## src/rtl/rv32i_types.sv

```systemverilog
// Shared types for the physical-memory arbiter: FSM state, grant owner and
// the line-address alignment helper used by both cache request paths.
package rv32i_types;

    typedef enum logic [1:0] {
        IDLE,
        RD_BURST,
        WR_BURST,
        DONE
    } pmem_arb_state_t;

    typedef enum logic {
        ICACHE,
        DCACHE
    } pmem_grant_t;

    localparam logic [31:0] LINE_ADDR_MASK = 32'hFFFF_FFE0;

    function automatic logic [31:0] line_align(input logic [31:0] addr);
        return addr & LINE_ADDR_MASK;
    endfunction

endpackage

```

## src/rtl/pmem_burst_adaptor.sv

```systemverilog
// Beat serializer/deserializer: holds the writeback line and the fill buffer,
// walks beat_cnt on every accepted beat and flags the final beat.
module pmem_burst_adaptor
    import rv32i_types::*;
#(
    parameter int LINE_W = 256,
    parameter int BEAT_W = 64
) (
    input  logic              clk,
    input  logic              rst,
    input  logic              start,
    input  logic              wr_dir,
    input  logic              active,
    input  logic [LINE_W-1:0] line_in,
    input  logic              beat_resp,
    input  logic [BEAT_W-1:0] beat_rdata,
    output logic [BEAT_W-1:0] beat_wdata,
    output logic [LINE_W-1:0] line_out,
    output logic              burst_done
);
    localparam int BEATS = LINE_W / BEAT_W;
    localparam int CNT_W = $clog2(BEATS);

    logic [BEATS-1:0][BEAT_W-1:0] wbuf_q, wbuf_d;
    logic [BEATS-1:0][BEAT_W-1:0] line_q, line_d;
    logic [CNT_W-1:0]             beat_cnt_q, beat_cnt_d;
    logic                         beat_fire;

    assign beat_fire = active && beat_resp;

    always_comb begin
        wbuf_d     = wbuf_q;
        line_d     = line_q;
        beat_cnt_d = beat_cnt_q;
        if (start) begin
            wbuf_d     = line_in;
            beat_cnt_d = '0;
        end else if (beat_fire) begin
            if (!wr_dir) line_d[beat_cnt_q] = beat_rdata;
            beat_cnt_d = beat_cnt_q + CNT_W'(1);
        end
    end

    always_ff @(posedge clk or posedge rst) begin
        if (rst) begin
            wbuf_q     <= '0;
            line_q     <= '0;
            beat_cnt_q <= '0;
        end else begin
            wbuf_q     <= wbuf_d;
            line_q     <= line_d;
            beat_cnt_q <= beat_cnt_d;
        end
    end

    // Beat mux is forced to zero outside a write burst so idle pmem_wdata stays clean.
    assign beat_wdata = (active && wr_dir) ? wbuf_q[beat_cnt_q] : '0;
    assign line_out   = line_q;
    assign burst_done = beat_fire && (beat_cnt_q == CNT_W'(BEATS - 1));

endmodule

```

## src/rtl/pmem_arbiter.sv

```systemverilog
// Arbitrates icache/dcache line requests onto one burst memory port and returns
// a single-cycle resp with the assembled line to whichever cache was granted.
module pmem_arbiter
    import rv32i_types::*;
#(
    parameter int LINE_W = 256,
    parameter int BEAT_W = 64
) (
    input  logic              clk,
    input  logic              rst,
    input  logic              i_read,
    input  logic [31:0]       i_addr,
    output logic [LINE_W-1:0] i_rdata,
    output logic              i_resp,
    input  logic              d_read,
    input  logic              d_write,
    input  logic [31:0]       d_addr,
    input  logic [LINE_W-1:0] d_wdata,
    output logic [LINE_W-1:0] d_rdata,
    output logic              d_resp,
    output logic              pmem_read,
    output logic              pmem_write,
    output logic [31:0]       pmem_addr,
    output logic [BEAT_W-1:0] pmem_wdata,
    input  logic [BEAT_W-1:0] pmem_rdata,
    input  logic              pmem_resp
);
    pmem_arb_state_t   state_q, state_d;
    pmem_grant_t       grant_q, grant_d;
    pmem_grant_t       last_grant_q, last_grant_d;
    logic [31:0]       addr_q, addr_d;
    logic              start;
    logic              d_req;
    logic              burst_done;
    logic [LINE_W-1:0] line_buf;

    assign d_req = d_read || d_write;

    always_comb begin
        state_d      = state_q;
        grant_d      = grant_q;
        last_grant_d = last_grant_q;
        addr_d       = addr_q;
        start        = 1'b0;
        case (state_q)
            IDLE: begin
                if (i_read || d_req) begin
                    // On a tie the cache that was not served last wins.
                    if (i_read && d_req)
                        grant_d = (last_grant_q == ICACHE) ? DCACHE : ICACHE;
                    else
                        grant_d = d_req ? DCACHE : ICACHE;
                    start = 1'b1;
                    if (grant_d == DCACHE) begin
                        addr_d  = line_align(d_addr);
                        state_d = d_write ? WR_BURST : RD_BURST;
                    end else begin
                        addr_d  = line_align(i_addr);
                        state_d = RD_BURST;
                    end
                end
            end
            RD_BURST, WR_BURST: begin
                if (burst_done) state_d = DONE;
            end
            DONE: begin
                last_grant_d = grant_q;
                state_d      = IDLE;
            end
            default: state_d = IDLE;
        endcase
    end

    always_ff @(posedge clk or posedge rst) begin
        if (rst) begin
            state_q      <= IDLE;
            grant_q      <= ICACHE;
            last_grant_q <= ICACHE;
            addr_q       <= '0;
        end else begin
            state_q      <= state_d;
            grant_q      <= grant_d;
            last_grant_q <= last_grant_d;
            addr_q       <= addr_d;
        end
    end

    pmem_burst_adaptor #(
        .LINE_W(LINE_W),
        .BEAT_W(BEAT_W)
    ) u_adaptor (
        .clk       (clk),
        .rst       (rst),
        .start     (start),
        .wr_dir    (state_q == WR_BURST),
        .active    (pmem_read || pmem_write),
        .line_in   (d_wdata),
        .beat_resp (pmem_resp),
        .beat_rdata(pmem_rdata),
        .beat_wdata(pmem_wdata),
        .line_out  (line_buf),
        .burst_done(burst_done)
    );

    assign pmem_read  = (state_q == RD_BURST);
    assign pmem_write = (state_q == WR_BURST);
    assign pmem_addr  = addr_q;

    assign i_resp  = (state_q == DONE) && (grant_q == ICACHE);
    assign d_resp  = (state_q == DONE) && (grant_q == DCACHE);
    assign i_rdata = i_resp ? line_buf : '0;
    assign d_rdata = d_resp ? line_buf : '0;

endmodule

```

## config.mk

```make
export PLATFORM = sky130hd
export DESIGN_NAME = pmem_arbiter
export DESIGN_NICKNAME = d
export VERILOG_FILES = /design/src/rtl/rv32i_types.sv /design/src/rtl/pmem_burst_adaptor.sv /design/src/rtl/pmem_arbiter.sv
export SDC_FILE = /design/constraint.sdc
export NUM_CORES = 1
export LEC_CHECK = 0
export CAP_MARGIN = 20
export CORE_AREA = 5 5 391 393
export CTS_BUF_LIST = sky130_fd_sc_hd__clkbuf_8
export CTS_CLUSTER_DIAMETER = 200
export DETAILED_ROUTE_END_ITERATION = 8
export DIE_AREA = 0 0 396 398
export GPL_ROUTABILITY_DRIVEN = 0
export PLACE_DENSITY_LB_ADDON = 0.15
export REMOVE_ABC_BUFFERS = 1
export SYNTH_ARGS = -nofsm -noshare
export SYNTH_HDL_FRONTEND = slang
export SYNTH_SLANG_ARGS = --single-unit
export TNS_END_PERCENT = 1
```

## constraint.sdc

```tcl
create_clock -name clk -period 24.8 [get_ports clk]
set_input_delay 4.96 -clock clk [delete_from_list [all_inputs] [get_ports clk]]
set_output_delay 4.96 -clock clk [all_outputs]
set_load 0.05 [all_outputs]
```

Word level (Yosys, flattened, before mapping)
Cells that the tools add are included.
{"block": "totals", "elab_cells": 64, "inputBits": 390, "out_inout_bits": 612, "register_bits": 550}
{"block": "op_classes", "n_reduce_logical": 16, "muxes": 23, "n_bitwise": 3, "magnitude_cmp": 2, "n_addsub": 1, "eq_ne": 6}
{"cell": "256-bit 2-to-1 mux", "count": 2}
{"cell": "256-bit bitwise mux", "count": 1}
{"cell": "64-bit 2-to-1 mux", "count": 3}
{"cell": "64-bit binary-select mux with 2-bit select", "count": 1}
{"cell": "64-bit demux with 2-bit select", "count": 1}
{"cell": "32-bit 2-to-1 mux", "count": 1}
{"cell": "2-bit 2-to-1 mux", "count": 6}
{"cell": "1-bit logical AND", "count": 7}
{"cell": "1-bit 2-to-1 mux", "count": 7}
{"cell": "2-bit == test (second input constant)", "count": 3}
{"cell": "2-bit case mux with 3 select lines", "count": 1}
{"cell": "2-bit != test (second input constant)", "count": 2}
{"cell": "2-bit AND reduction", "count": 2}
{"cell": "1-bit logical OR", "count": 3}
{"cell": "2-bit by 3-bit less-than comparator with 1-bit output (second input constant)", "count": 1}
{"cell": "1-bit NOT", "count": 3}
{"cell": "3-bit AND reduction", "count": 1}
{"cell": "2-bit by 1-bit adder with 2-bit output (second input constant)", "count": 1}
{"cell": "2-bit by 1-bit == test with 1-bit output (second input constant)", "count": 1}
{"cell": "2-bit by 1-bit greater-or-equal comparator with 1-bit output (second input constant)", "count": 1}
{"cell": "2-bit logical NOT", "count": 1}
{"cell": "2-bit nonzero test", "count": 1}
{"cell": "2-bit OR reduction", "count": 1}

Longest topological paths before layout
Gate-level depths: netlist (run 1).
{"block": "logic_depth", "word_depth": 8, "mapped_depth": 8, "mapped_depth_nobuf": 5}

Modules after synthesis
Synthesis (run 1) repeated with hierarchy kept, for this count alone.
{"block": "unflattened", "hier_cells": 2006, "area_unflattened_um2": 26182.6}
{"mod": "pmem_burst_adaptor", "cells_per_inst": 1255, "area_per_inst_um2": 20982.6, "n_inst": 1, "seq_area_each_um2": 12862.3}
{"mod": "pmem_arbiter", "cells_per_inst": 751, "area_per_inst_um2": 5200.0, "n_inst": 1, "seq_area_each_um2": 775.7}

Worst setup path before layout (run 1)
No wires, ideal clock.
{"block": "synth_timing", "kind": "register to output", "start": "register state_q[1]", "end": "output port i_rdata[246]", "slack_ps": 17774, "stages_incl_launch_ff": 6, "path_buffers": 2, "arrival_time_ps": 2066, "required_ps": 19840, "cell_sequence": "dfrtp_1 -> ha_1 -> clkbuf_1 -> nor2b_1 -> clkbuf_1 -> and2_1"}
{"block": "synth_between", "elab_chain_len": 3}
{"element": "from (decl)", "line": "pmem_arbiter.sv:28", "rtl": "pmem_arb_state_t state_q, state_d;"}
{"element": "from (signal assigned)", "line": "pmem_arbiter.sv:81", "rtl": "state_q <= state_d;"}
{"element": "2-bit == test", "line": "pmem_arbiter.sv:109", "rtl": "assign i_resp = (state_q == DONE) && (grant_q == ICACHE);"}
{"element": "1-bit logical AND", "line": "pmem_arbiter.sv:109"}
{"element": "net i_resp", "line": "pmem_arbiter.sv:14", "rtl": "output logic i_resp,"}
{"element": "256-bit 2-to-1 mux", "line": "pmem_arbiter.sv:111", "rtl": "assign i_rdata = i_resp ? line_buf : '0;"}
{"element": "to (decl)", "line": "pmem_arbiter.sv:13", "rtl": "output logic [LINE_W-1:0] i_rdata,"}
The timed path passes the listed nets, and every way through them passes these cells.

Worst setup path after layout (run 1)
{"block": "layout_timing", "start": "register state_q[1]", "end": "output port d_rdata[6]"}
{"block": "layout_between", "elab_chain_len": 3}
{"element": "2-bit == test", "line": "pmem_arbiter.sv:110", "rtl": "assign d_resp = (state_q == DONE) && (grant_q == DCACHE);"}
{"element": "1-bit logical AND", "line": "pmem_arbiter.sv:110"}
{"element": "256-bit 2-to-1 mux", "line": "pmem_arbiter.sv:112", "rtl": "assign d_rdata = d_resp ? line_buf : '0;"}
{"element": "to (decl)", "line": "pmem_arbiter.sv:19", "rtl": "output logic [LINE_W-1:0] d_rdata,"}
No other way between the ends.

==> results of run 1 <==
[area by class of cell]
cell class,count,area [µm²]
Tap cell,1944,2430
Fill cell,16000,109000
Inverter,6,30.0
Multi-Input combinational cell,1787,11800
Clock inverter,60,422
Clock buffer,131,1800
Sequential cell,545,13600
Antenna cell,26,65.1
Timing Repair Buffer,1020,10100
[flip-flops by register name, indices dropped and copies added (netlist names)]
| register | count |
|---|---|
| grant_q | 1 |
| last_grant_q | 1 |
| pmem_addr | 27 |
| state_q | 2 |
| u_adaptor.beat_cnt_q | 2 |
| u_adaptor.line_out | 256 |
| u_adaptor.wbuf_q | 256 |
[worst min-delay path: stages, from the launching register on]
cell	delay, ns
dfrtp_1	0.33
nand2_1	0.05
nand2_1	0.05
[layout by cell type (no fill, tap or decap), types with 2 or more instances in the layout]
cell             count
a21oi_1              3
and2_1             321
and3_1             256
buf_4               33
bufinv_16            4
clkbuf_8           131
clkdlybuf4s50_1    986
clkinv_2            13
conb_1               5
dfrtp_1            542
dfrtp_4              3
diode_2             26
ha_1                 6
ha_4                 2
inv_1               41
inv_12               3
mux2_1             256
mux2i_1             27
mux4_2              64
nand2_1            800
nand3_1              3
nor4b_4              4
o21ai_0             28
[layer usage]
metal  share of wire [%]  track usage (%)
met2                  47             25.8
met3                  10             6.96
met1                  39             17.3
met4                 2.9             5.14
met5                0.33                0
[metrics by stage]
step | utilization, % | area, µm² | setup WS [ns] | power [mW] | instances
2_1_floorplan | - | 25300 | 2.05 | 3.01 | 2338
3_3_place_gp | 25.5 | 38000 | 15.64 | 3.72 | 5302
3_5_place_dp | 25.5 | 38000 | 15.68 | 3.74 | 5302
4_1_cts | 27.0 | 40200 | 14.75 | 4.74 | 5493
5_1_grt | 27.0 | 40200 | 14.63 | 4.93 | 5502
6_report | 27.0 | 40300 | 14.94 | 4.61 | 5519
[power by group through the flow]
| stage | clock network [mW] | logic [mW] | registers, mW |
|---|---|---|---|
| after floorplan | 0 | 1.42 | 1.59 |
| after global placement | 0 | 2.08 | 1.64 |
| after detailed placement | 0 | 2.08 | 1.66 |
| after CTS | 1.01 | 2.08 | 1.64 |
| after global routing | 1.04 | 2.21 | 1.69 |
| final | 0.955 | 2.03 | 1.63 |
[cells by family (layout without fill, tap and decap cells)]
family / after synthesis / count (layout)
AOI/OAI and AO/OA: 37 / 37
xor gates and xnor gates: 1 / 1
adders and majority gates: 8 / 8
buffers and inverters: 212 / 1217
DFF: 545 / 545
muxes: 348 / 348
other: 1 / 31
and+or+nand+nor: 1388 / 1388
[final timing paths]
kind | end | slack [ns] | start
max | d_rdata[6] | 14.94 | state_q[1]
min | u_adaptor.wbuf_q[218] | 0.47 | u_adaptor.wbuf_q[218]
max reg2reg | u_adaptor.wbuf_q[95] | 21.12 | state_q[1]
min reg2reg | u_adaptor.wbuf_q[218] | 0.47 | u_adaptor.wbuf_q[218]
max in group asynchronous | state_q[0] | 17.98 | rst
min in group asynchronous | u_adaptor.line_out[12] | 4.71 | rst
==> results.sh, run 1 <==
export IMPL_synth_top_family_by_area="simple AND/OR/NAND/NOR gates"
export IMPL_portBuffers=986
export IMPL_cp_num_buf_inv=3
export IMPL_area_growth_pct=52.9
export IMPL_max_stage_delay_ns=0.84
export IMPL_synth_common_cells="nand2_1, dfrtp_1, and2_1, and3_1, mux2_1"
export IMPL_cts_resized=0
export IMPL_slew_limit_headroom_pct=16.3
export IMPL_dieArea_um2=158000
export IMPL_ant_nets=0
export IMPL_cp_num_cells=5
export IMPL_synth_flop_cell="dfrtp_1"
export IMPL_maxCapViolations=0
export IMPL_clkPwrFrac_pct=20.7
export IMPL_fmax_ghz=0.101
export IMPL_outcome="completed"
export IMPL_grt_pass1_vias=23300
export IMPL_yosysMostFrequentCell="nand2_1"
export IMPL_internal_power_mw=2.56
export IMPL_postSynthCellCount=2540
export IMPL_numCtsBuffers=107
export IMPL_end_kind="primary output"
export IMPL_power_frac_comb_pct=43.9
export IMPL_num_rows=142
export IMPL_wl_mm=126
export IMPL_synthTopCellsByArea="dfrtp_1, nand2_1, mux2_1, and2_1, and3_1"
export IMPL_synth_simple_area_share_pct=25.5
export IMPL_grt_pass1_wl_mm=176
export IMPL_cts_hold_buffers_added=0
export IMPL_synth_xor_area_share_pct=0.0332
export IMPL_drt_iter0_markers=894
export IMPL_switching_power_mw=2.05
export IMPL_clkTransAtPathRegs_ns=0.06
export IMPL_fin_crit_sh_pct=39.7
export IMPL_min_period_ns=9.86
export IMPL_grt_overflow=0
export IMPL_synth_seq_area_share_pct=51.7
export IMPL_worstMarginPinSlew_ns=1.26
export IMPL_pwr_share_seq_pct=35.3
export IMPL_synth_top_area_share_pct=51.7
export IMPL_die_h_um=398
export IMPL_ys_types=31
export IMPL_synth_mux_area_share_pct=17.5
export IMPL_holdWs_ns=0.467
export IMPL_ys_ff_latch=545
export IMPL_cpMostUsedCell="buf_4"
export IMPL_cp_required_ns=19.84
export IMPL_hold_viol=0
export IMPL_async_reset_ff_share_pct=100
export IMPL_grt_use_total_pct=15.3
export IMPL_hold_path_class="reg -> reg"
export IMPL_io_pins=1002
export IMPL_clk_latency_ns=0.80
export IMPL_route_detailed_drc=0
export IMPL_hold_depth=2
export IMPL_post_synth_top_area_cell="dfrtp_1"
export IMPL_ff2ff_path_depth=8
export IMPL_grt_max_degree=249
export IMPL_ys_warn_count=0
export IMPL_crit_path_start_kind="register"
export IMPL_final_nets=3865
export IMPL_num_vias=22000
export IMPL_h_tree_depth=3
export IMPL_synth_edf_count=0
export IMPL_post_drt_via_cell_ratio=3.99
export IMPL_synthAdderAreaFrac_pct=0.380
export IMPL_p_per_area_nw_per_um2=114
export IMPL_setup_violations=0
export IMPL_synthesis_area_um2=26400
export IMPL_clockRootBuffer="clkbuf_8"
export IMPL_rsz0062_at_grt="no"
export IMPL_first_pass_iters=5
export IMPL_cts_tree="built"
export IMPL_switching_share_pct=44.5
export IMPL_p_leak_nw=18.6
export IMPL_ir_worst_vdd_v=0.0000555
export IMPL_core_area_um2=149000
export IMPL_cts_path_max_buffers=3
export IMPL_dp_hpwl_mm=92.0
export IMPL_path_cells="ha_4 -> buf_4 -> buf_4 -> and3_1 -> clkdlybuf4s50_1"
export IMPL_cts_setup_buffers=0
export IMPL_slew_violations=0
export IMPL_crit_fanout=99
export IMPL_cp_top_family="buffers and inverters"
export IMPL_drive_above_1_share_pct=7.55
export IMPL_tns_ns=0
export IMPL_wl_per_cell_um=22.7
export IMPL_critPathSlowestCell="buf_4"
export IMPL_critPathKind="reg -> out"
export IMPL_skew_ns=0.0384
export IMPL_dieWidth_um=396
export IMPL_cp_arrival_ns=4.90
export IMPL_synth_avg_cell_area_um2=10.4
export IMPL_synth_compound_area_share_pct=0.774
export IMPL_start_util_pct=17.7
export IMPL_antenna_found_initial=67
export IMPL_cts_sinks=545
(Power assumes the default switching activity.)
==> inputs of run 2 (changes only) <==
clock period = 9.1 ns   (was 24.8 ns; I/O delays follow)
==> run 2 against run 1 <==
The run now ends with slew limit left. Via count about the same. Core utilization about the same. Combinational power grew to 2.7 times the previous value. Sequential power rose to 2.7 times the previous value. Critical endpoint is now i_rdata[222].
==> results.sh, run 2 (synthesized netlist as in run 1, its figures left out) <==
export IMPL_outcome="complete, but fails checks"
export IMPL_violations="slew limit"
export IMPL_grt_max_degree=249
export IMPL_p_leak_nw=18.6
export IMPL_grt_pass1_wl_mm=177
export IMPL_holdWs_ns=0.467
export IMPL_internal_power_mw=6.95
export IMPL_fin_crit_sh_pct=72.1
export IMPL_worstMarginPinSlew_ns=1.70
export IMPL_drt_iter0_markers=895
export IMPL_cts_resized=0
export IMPL_fillCellCount=16000
export IMPL_start_util_pct=17.7
export IMPL_cts_tree="built"
export IMPL_setup_violations=0
export IMPL_clockRootBuffer="clkbuf_8"
export IMPL_end_kind="primary output"
export IMPL_power_frac_comb_pct=44.0
export IMPL_drive_above_1_share_pct=7.31
export IMPL_num_rows=142
export IMPL_ir_worst_vdd_v=0.000250
export IMPL_wl_mm=126
export IMPL_switching_power_mw=5.59
export IMPL_p_per_area_nw_per_um2=311
export IMPL_portBuffers=986
export IMPL_cp_arrival_ns=4.74
export IMPL_min_period_ns=6.56
export IMPL_cts_hold_buffers_added=0
export IMPL_switching_share_pct=44.6
export IMPL_fmax_ghz=0.153
export IMPL_slew_limit_headroom_pct=-13.5
export IMPL_grt_use_total_pct=15.5
export IMPL_num_vias=22000
export IMPL_grt_pass1_vias=23700
export IMPL_die_h_um=398
export IMPL_crit_fanout=248
export IMPL_area_growth_pct=52.8
export IMPL_rsz0062_at_grt="no"
export IMPL_hold_viol=0
export IMPL_dieArea_um2=158000
export IMPL_crit_path_start_kind="register"
export IMPL_clkPwrFrac_pct=20.4
export IMPL_clkTransAtPathRegs_ns=0.05
export IMPL_power_total_mw=12.5
export IMPL_most_common_layout_cells="clkdlybuf4s50_1, nand2_1, dfrtp_1, and2_1"
export IMPL_route_detailed_drc=0
export IMPL_wl_per_cell_um=22.9
export IMPL_h_tree_depth=3
export IMPL_critPathSlowestCell="clkdlybuf4s50_1"
export IMPL_max_stage_delay_ns=0.87
export IMPL_antenna_found_initial=59
export IMPL_fin_ws_ns=2.54
export IMPL_clk_latency_ns=0.78
export IMPL_slew_violations=118
export IMPL_final_nets=3862
export IMPL_cts_sinks=545
export IMPL_dp_hpwl_mm=91.6
export IMPL_fin_util_pct=27.0
export IMPL_cts_setup_buffers=0
export IMPL_grt_overflow=0
export IMPL_ant_nets=0
export IMPL_cts_path_max_buffers=3
export IMPL_core_area_um2=149000
export IMPL_place_ws_ns=3.50
export IMPL_tns_ns=0
export IMPL_numCtsBuffers=110
export IMPL_pwr_share_seq_pct=35.5
export IMPL_first_pass_iters=5
export IMPL_hold_path_class="reg -> reg"
export IMPL_post_drt_via_cell_ratio=3.99
export IMPL_io_pins=1002
export IMPL_layout_commonest_cell="clkdlybuf4s50_1"
export IMPL_critPathKind="reg -> out"
export IMPL_dieWidth_um=396
export IMPL_skew_ns=0.0277
export IMPL_cp_required_ns=7.28
export IMPL_maxCapViolations=0
export IMPL_path_cells="ha_4 -> nor2b_4 -> buf_12 -> and2_1 -> clkdlybuf4s50_1"
## run 2: changes by cell type in the layout (fill, tap and decap cells not counted), sizes merged
cell      previous run  this run
bufinv               4         3
diode               26        24
buf                 34        28
clkinvlp             1         3
inv                 47        51
clkinv              14         9
clkbuf             131       132
## run 2: layout make-up
class	instances	area [µm²]	area share (%)
Clock buffer	132	1820	4.51
Multi-Input combinational cell	1787	11800	29.2
Tap cell	1944	2430	6.04
Sequential cell	545	13600	33.9
Timing Repair Buffer	1014	10200	25.2
Antenna cell	24	60.1	0.149
Clock inverter	60	372	0.923
Inverter	6	30.0	0.0746
## run 2: through the flow
stage               area (µm²)  std cells
floorplan                25300       2338
global placement         38000       5296
detailed placement       38000       5296
CTS                      40200       5488
global route             40200       5494
finish                   40300       5512
## run 2: path summary, 6_finish.rpt
check / start / cells past startpoint / slack (ns) / end
min in group asynchronous: rst / 2 / 1.59 / u_adaptor.line_out[89]
worst max-delay path: state_q[1] / 5 / 2.54 / i_rdata[222]
worst min register to register: u_adaptor.wbuf_q[198] / 2 / 0.47 / u_adaptor.wbuf_q[198]
max in group asynchronous: rst / 3 / 5.91 / u_adaptor.wbuf_q[188]
worst min-delay path: u_adaptor.wbuf_q[198] / 2 / 0.47 / u_adaptor.wbuf_q[198]
worst max register to register: state_q[0] / 8 / 5.23 / u_adaptor.wbuf_q[100]
## run 2: worst max-delay path, delay by kind of cell (launching register included)
kind	cells	cell delay, ns
buffers and inverters	2	1.24
AND/OR/NAND/NOR	2	0.91
adder cells (fa/ha/maj)	1	0.54
flip-flops	1	0.46
## run 2: per-layer routing
metal / track usage, % / vias up / share of wire (%)
li1: - / 10200 / -
met4: 4.61 / 62 / 2.4
met3: 6.86 / 206 / 9.8
met5: 0 / - / 0.32
met2: 26.6 / 771 / 49
met1: 17.3 / 10700 / 39
## run 2: power by group through the flow
stage | clock network (mW) | logic (mW) | registers [mW]
floorplan | 0 | 3.87 | 4.33
global placement | 0 | 5.63 | 4.51
detailed placement | 0 | 5.65 | 4.54
CTS | 2.72 | 5.67 | 4.50
global route | 2.82 | 6.03 | 4.62
finish | 2.56 | 5.52 | 4.46
